===== config.mk =====
export PLATFORM = sky130hd
export DESIGN_NAME = imem_loader_flat
export DESIGN_NICKNAME = d
export VERILOG_FILES = /design/src/rtl/imem_loader_if.sv /design/src/rtl/imem_loader.sv /design/src/flat_wrapper.sv
export SDC_FILE = /design/constraint.sdc
export NUM_CORES = 1
export LEC_CHECK = 0
export ABC_AREA = 1
export CORE_UTILIZATION = 46
export DETAILED_ROUTE_END_ITERATION = 10
export GPL_TIMING_DRIVEN = 0
export PLACE_DENSITY = 0.74
export SYNTH_ARGS = -nofsm -noshare
export SYNTH_HDL_FRONTEND = slang
export SYNTH_SLANG_ARGS = --single-unit
export TNS_END_PERCENT = 30

===== constraint.sdc =====
create_clock -name clk -period 1.6 [get_ports clk]
set_clock_uncertainty 0.2 [all_clocks]
set_input_delay 0.48 -clock clk [delete_from_list [all_inputs] [get_ports clk]]
set_output_delay 0.48 -clock clk [all_outputs]
set_load 0.01 [all_outputs]

===== src/rtl/imem_loader_if.sv =====
// Byte-stream handshake between the host link and the program loader.
interface imem_loader_if;
    logic [7:0] byte_data;
    logic       byte_valid;
    logic       byte_ready;

    modport master (output byte_data, output byte_valid, input byte_ready);
    modport slave  (input byte_data, input byte_valid, output byte_ready);
endinterface


===== src/rtl/imem_loader.sv =====
// Framed byte-stream loader for the instruction memory: count, 3 bytes per word, XOR checksum.
module imem_loader #(
    parameter int DEPTH = 32,
    parameter int AW    = 5,
    parameter int IW    = 19
) (
    input  logic          clk,
    input  logic          rst,
    input  logic          start,
    imem_loader_if.slave  bs,
    output logic          wr_en,
    output logic [AW-1:0] wr_addr,
    output logic [IW-1:0] wr_data,
    output logic          cpu_hold,
    output logic          busy,
    output logic          done,
    output logic          error
);
    typedef enum logic [2:0] {IDLE, COUNT, B0, B1, B2, WRITE, CHECK, FINISH} state_t;

    state_t        state, state_n;
    logic [AW:0]   cnt, n;
    logic [IW-1:0] word;
    logic [7:0]    csum;
    logic          accept, cnt_ok, last;

    assign bs.byte_ready = (state == COUNT) || (state == B0) || (state == B1) ||
                           (state == B2) || (state == CHECK);
    assign accept   = bs.byte_valid && bs.byte_ready;
    assign cnt_ok   = (bs.byte_data[7:6] == 2'b00) && (bs.byte_data[5:0] != 6'd0) &&
                      ({26'd0, bs.byte_data[5:0]} <= DEPTH);
    // Counter is one bit wider than the address so N == DEPTH ends without wrapping.
    assign last     = (cnt + 1'b1) == n;
    assign busy     = (state != IDLE);
    assign cpu_hold = busy;
    assign wr_addr  = cnt[AW-1:0];
    assign wr_data  = word;

    always_ff @(posedge clk) begin
        if (rst) state <= IDLE;
        else     state <= state_n;
    end

    always_comb begin
        state_n = state;
        wr_en   = 1'b0;
        done    = 1'b0;
        case (state)
            IDLE:   if (start) state_n = COUNT;
            COUNT:  if (accept) state_n = cnt_ok ? B0 : FINISH;
            B0:     if (accept) state_n = B1;
            B1:     if (accept) state_n = B2;
            B2:     if (accept) state_n = WRITE;
            WRITE: begin
                wr_en   = 1'b1;
                state_n = last ? CHECK : B0;
            end
            CHECK:  if (accept) state_n = FINISH;
            FINISH: begin
                done    = 1'b1;
                state_n = IDLE;
            end
            default: state_n = IDLE;
        endcase
    end

    always_ff @(posedge clk) begin
        if (rst) begin
            cnt   <= '0;
            n     <= '0;
            word  <= '0;
            csum  <= '0;
            error <= 1'b0;
        end else begin
            case (state)
                IDLE: if (start) begin
                    error <= 1'b0;
                    csum  <= '0;
                    cnt   <= '0;
                end
                COUNT: if (accept) begin
                    if (cnt_ok) begin
                        n    <= bs.byte_data[AW:0];
                        csum <= csum ^ bs.byte_data;
                    end else begin
                        error <= 1'b1;
                    end
                end
                B0, B1, B2: if (accept) begin
                    // Three shifts leave B0[2:0] in the top bits; the rest of B0 falls off.
                    word <= {word[IW-9:0], bs.byte_data};
                    csum <= csum ^ bs.byte_data;
                end
                WRITE: cnt <= cnt + 1'b1;
                CHECK: if (accept && (bs.byte_data != csum)) error <= 1'b1;
                default: ;
            endcase
        end
    end
endmodule


===== src/flat_wrapper.sv =====
// flat-port wrapper written by rule: the top's interface ports become plain ports
module imem_loader_flat 
#(
    parameter int DEPTH = 32,
    parameter int AW    = 5,
    parameter int IW    = 19
)
  (clk, rst, start, wr_en, wr_addr, wr_data, cpu_hold, busy, done, error, bs_byte_data, bs_byte_valid, bs_byte_ready);
  imem_loader_if bs_i ();
  input  logic clk;
  input  logic rst;
  input  logic start;
  output logic wr_en;
  output logic [AW-1:0] wr_addr;
  output logic [IW-1:0] wr_data;
  output logic cpu_hold;
  output logic busy;
  output logic done;
  output logic error;
  input wire logic [$bits(bs_i.byte_data)-1:0] bs_byte_data;
  input wire logic [$bits(bs_i.byte_valid)-1:0] bs_byte_valid;
  output wire logic [$bits(bs_i.byte_ready)-1:0] bs_byte_ready;
  assign bs_i.byte_data = bs_byte_data;
  assign bs_i.byte_valid = bs_byte_valid;
  assign bs_byte_ready = bs_i.byte_ready;
  imem_loader #(.DEPTH(DEPTH), .AW(AW), .IW(IW)) u_core (.clk(clk), .rst(rst), .start(start), .bs(bs_i), .wr_en(wr_en), .wr_addr(wr_addr), .wr_data(wr_data), .cpu_hold(cpu_hold), .busy(busy), .done(done), .error(error));
endmodule

==> flow_metrics.py <==
metrics = {
    "global_routing": {
        "grt_overflow_total": 0,
        "grt_pass1_vias": 2052,
        "largest_net_degree_at_the_start_of_global_routing": 16,
        "first_pass_grt_wire_length_um": 9390,
        "global_route.usage.total": 0.237,
        "initial_antenna_violation_count": 0,
    },
    "die": {
        "std_cell_rows": 24,
        "starting_density": 0.490,
        "die_ht_um": 71.1,
        "floorplan.core_area_um2": 4470,
        "ios": 42,
        "floorplan.die_area_um2": 5050,
        "dieWidth_um": 71.1,
    },
    "yosys": {
        "synth_sequential_area_ratio": 0.392,
        "post-synth-top-area-fraction": 0.392,
        "synth_warnings": 0,
        "postSynthNetCount": 340,
        "ys_seq_elements": 43,
        "netlist_instances": 323,
        "synthTopCellsByArea": "sky130_fd_sc_hd__dfxtp_1, sky130_fd_sc_hd__nor2_1, sky130_fd_sc_hd__nand2_1",
        "syn_avg_cell_area_um2": 6.79,
        "synth.cell_area_um2": 2190,
        "synthDominantAreaCellType": "sky130_fd_sc_hd__dfxtp_1",
        "synth_cell_type_count": 29,
    },
    "detailed_routing": {
        "drt_wl_total_um": 6250,
        "drt-wirelength-per-cell_um": 13.7,
        "via_count": 2337,
        "drc_violations_left": 3,
        "drt_pre_antenna_iters": 7,
        "post_drt_via_cell_ratio": 5.11,
        "final_antenna_net_count": 0,
        "drt_first_iter_violations": 148,
    },
    "placement": {
        "detailed_place.area_um2": 2740,
        "post-dp-hpwl_um": 3570,
        "place.port_buffers": 41,
        "routabilityCongestion": 0.813,
    },
    "finish": {
        "proportion_of_layout_cells_with_a_drive_suffix_above_1": 0.348,
        "final_design_area_no_fill_um2": 3330,
        "layout.cells.most_common": "sky130_fd_sc_hd__nor2_1",
        "nNetsFinal": 421,
        "flow.area_growth_from_synthesis_pct": 51.9,
        "layout.area.seq_um2": 883,
        "antenna_cells": 0,
        "layout.cells.most_common_list": "sky130_fd_sc_hd__nor2_1, sky130_fd_sc_hd__nand2_1, sky130_fd_sc_hd__dfxtp_1, sky130_fd_sc_hd__buf_4, sky130_fd_sc_hd__o21ai_1",
        "number_of_fill_cells": 345,
        "multiInputGateArea_um2": 1330,
    },
    "status": {
        "run_status": "finished with violations",
        "violated_checks": "DRC, setup timing",
    },
    "timing": {
        "final_period_minus_worst_setup_slack_ns": 2.11,
        "rsz0062_at_grt": "true",
        "timing.fmax_ghz": 0.474,
        "final_worst_path_period_share": 1.32,
        "finalWorstSetupSlack_ns": -0.509,
        "max_slew.worst_pin.slew_ns": 0.376,
        "setup_violations": 45,
        "max_slew_margin": 0.747,
        "final-hold-violation-count": 0,
        "hold_ws_ns": 0.271,
        "drv_slew": 0,
    },
    "cts": {
        "path_clk_slew_ns": 0.08,
        "cts.sinks": 43,
        "cts-htree-levels": 2,
        "tritoncts": "done",
        "worst_skew_pair_latency_ns": 0.30,
        "cts.path.max_buffers": 2,
        "cts-buffers-inserted": 5,
        "cts-hold-fix-buffers": 0,
        "cell_at_the_root_of_the_clock_tree": "sky130_fd_sc_hd__clkbuf_8",
    },
    "flow_run": {
        "maxCapViolCount": 0,
    },
    "setup_path": {
        "arrival_ns": 1.43,
        "cp-end-kind": "output pin",
        "worstSetupPathType": "reg2out",
        "reg2reg_depth": 13,
        "timing.reg2reg.setup_slack_ns": -0.45,
        "crit-reg2reg-launch": "u_core.state[0]",
        "regToRegEndpoint": "u_core.csum[1]",
        "critPathLaunchType": "flop",
        "timing.critical_path.fanout_max": 3,
        "required_ns": 0.92,
    },
    "power": {
        "power.density_cell_area_nw_per_um2": 1860,
        "worst_ir_drop_vdd_mv": 1.08,
        "p_leak_nw": 1.55,
    },
    "min_path": {
        "min_from": "u_core.n[2]",
        "holdCritPathClass": "reg2reg",
        "timing.hold.worst_endpoint": "u_core.n[2]",
        "holdPathStages": 2,
    },
}
-- routing by layer --
metal  global-route usage  share of wire  vias to the layer above
met4               0.0533          0.012                        0
met2                0.385           0.49                       53
met3               0.0641          0.044                        9
li1                     -              -                     1187
met5                    0              0                        -
met1                0.316           0.45                     1088
-- worst max path at each step --
stage                    startpoint        endpoint  slack (ns)  depth (start not counted)
floorplan           u_core.state[0]  u_core.csum[0]       -0.04                         10
global placement    bs_byte_data[2]     u_core.n[2]       -0.72                          9
detailed placement  bs_byte_data[2]     u_core.n[2]       -0.76                          9
CTS                 u_core.state[0]   bs_byte_ready       -0.49                          7
global route        u_core.state[0]   bs_byte_ready       -0.56                          7
finish              u_core.state[0]   bs_byte_ready       -0.51                          7
-- area by class of cell --
cell class	count	area share
clock inverters	3	0.0143
inverters	35	0.0484
flip-flops and latches	43	0.265
repair inverters	1	0.00225
plain buffers	14	0.0338
clock buffers	5	0.0207
repair buffers	72	0.197
well taps	52	0.0195
multi-input cells	232	0.399
-- report_power, final --
group / internal [W] / leakage [nW] / switching, W
logic: 0.00172 / 1.13 / 0.00202
registers: 0.00137 / 0.356 / 0.000201
clock network: 0.000473 / 0.0587 / 0.000407
total: 0.00356 / 1.55 / 0.00263
-- sequential cells by signal, indices dropped and copies added, names as in the netlist --
name,count
u_core.n,6
u_core.error,1
u_core.csum,8
u_core.wr_data,19
u_core.state,3
u_core.cnt,6
-- per-stage QoR --
step | utilization | cells | total power, W | setup WS [ns] | TNS (ns)
floorplan | - | 323 | 0.00328 | -0.0377 | -0.348
global placement | 0.613 | 416 | 0.00412 | -0.724 | -24.91
detailed placement | 0.613 | 416 | 0.00413 | -0.761 | -25.72
CTS | 0.709 | 449 | 0.00571 | -0.485 | -9.84
global route | 0.745 | 457 | 0.00657 | -0.564 | -16.03
finish | 0.745 | 457 | 0.00620 | -0.509 | -12.92
-- Yosys cell counts --
cell type,n
sky130_fd_sc_hd__a21oi_1,20
sky130_fd_sc_hd__a21oi_2,1
sky130_fd_sc_hd__a21oi_4,1
sky130_fd_sc_hd__a31oi_1,1
sky130_fd_sc_hd__buf_1,1
sky130_fd_sc_hd__buf_2,2
sky130_fd_sc_hd__buf_4,7
sky130_fd_sc_hd__buf_6,1
sky130_fd_sc_hd__clkbuf_1,2
sky130_fd_sc_hd__clkbuf_2,1
sky130_fd_sc_hd__clkinv_1,1
sky130_fd_sc_hd__clkinv_4,1
sky130_fd_sc_hd__dfxtp_1,43
sky130_fd_sc_hd__ha_1,5
sky130_fd_sc_hd__inv_1,28
sky130_fd_sc_hd__inv_2,4
sky130_fd_sc_hd__inv_4,1
sky130_fd_sc_hd__nand2_1,51
sky130_fd_sc_hd__nand2_2,3
sky130_fd_sc_hd__nand2_4,1
sky130_fd_sc_hd__nand3_1,14
sky130_fd_sc_hd__nand4_1,4
sky130_fd_sc_hd__nor2_1,76
sky130_fd_sc_hd__nor2_2,3
sky130_fd_sc_hd__nor3_1,1
sky130_fd_sc_hd__o21ai_0,36
sky130_fd_sc_hd__o21ai_1,5
sky130_fd_sc_hd__xnor2_1,7
sky130_fd_sc_hd__xor2_1,2
-- logic make-up (layout without fill, tap and decap cells) --
family / after synthesis / count (layout) / share of synthesized area
AO/OA/AOI/OAI: 64 / 64 / 0.153
XOR/XNOR: 9 / 9 / 0.0359
adder cells (fa/ha/maj): 5 / 5 / 0.0285
buffers and inverters: 49 / 130 / 0.104
flip-flops: 43 / 43 / 0.392
AND/OR/NAND/NOR: 153 / 154 / 0.285
-- worst max-delay path, stage by stage, from the launching register on --
cell and delay, ns:
sky130_fd_sc_hd__dfxtp_4 0.38, sky130_fd_sc_hd__buf_6 0.12, sky130_fd_sc_hd__ha_4 0.16, sky130_fd_sc_hd__nand2_4 0.08, sky130_fd_sc_hd__nand2_4 0.06, sky130_fd_sc_hd__a21oi_4 0.14
sky130_fd_sc_hd__nand2_2 0.08, sky130_fd_sc_hd__buf_6 0.12
-- repair_timing --
item	in CTS	in global routing
resized for setup	162	34
gates cloned	3	0
endpoints found under the setup margin	67	69
setup buffers	23	10
pin swaps	21	14
(Power assumes the default switching activity.)
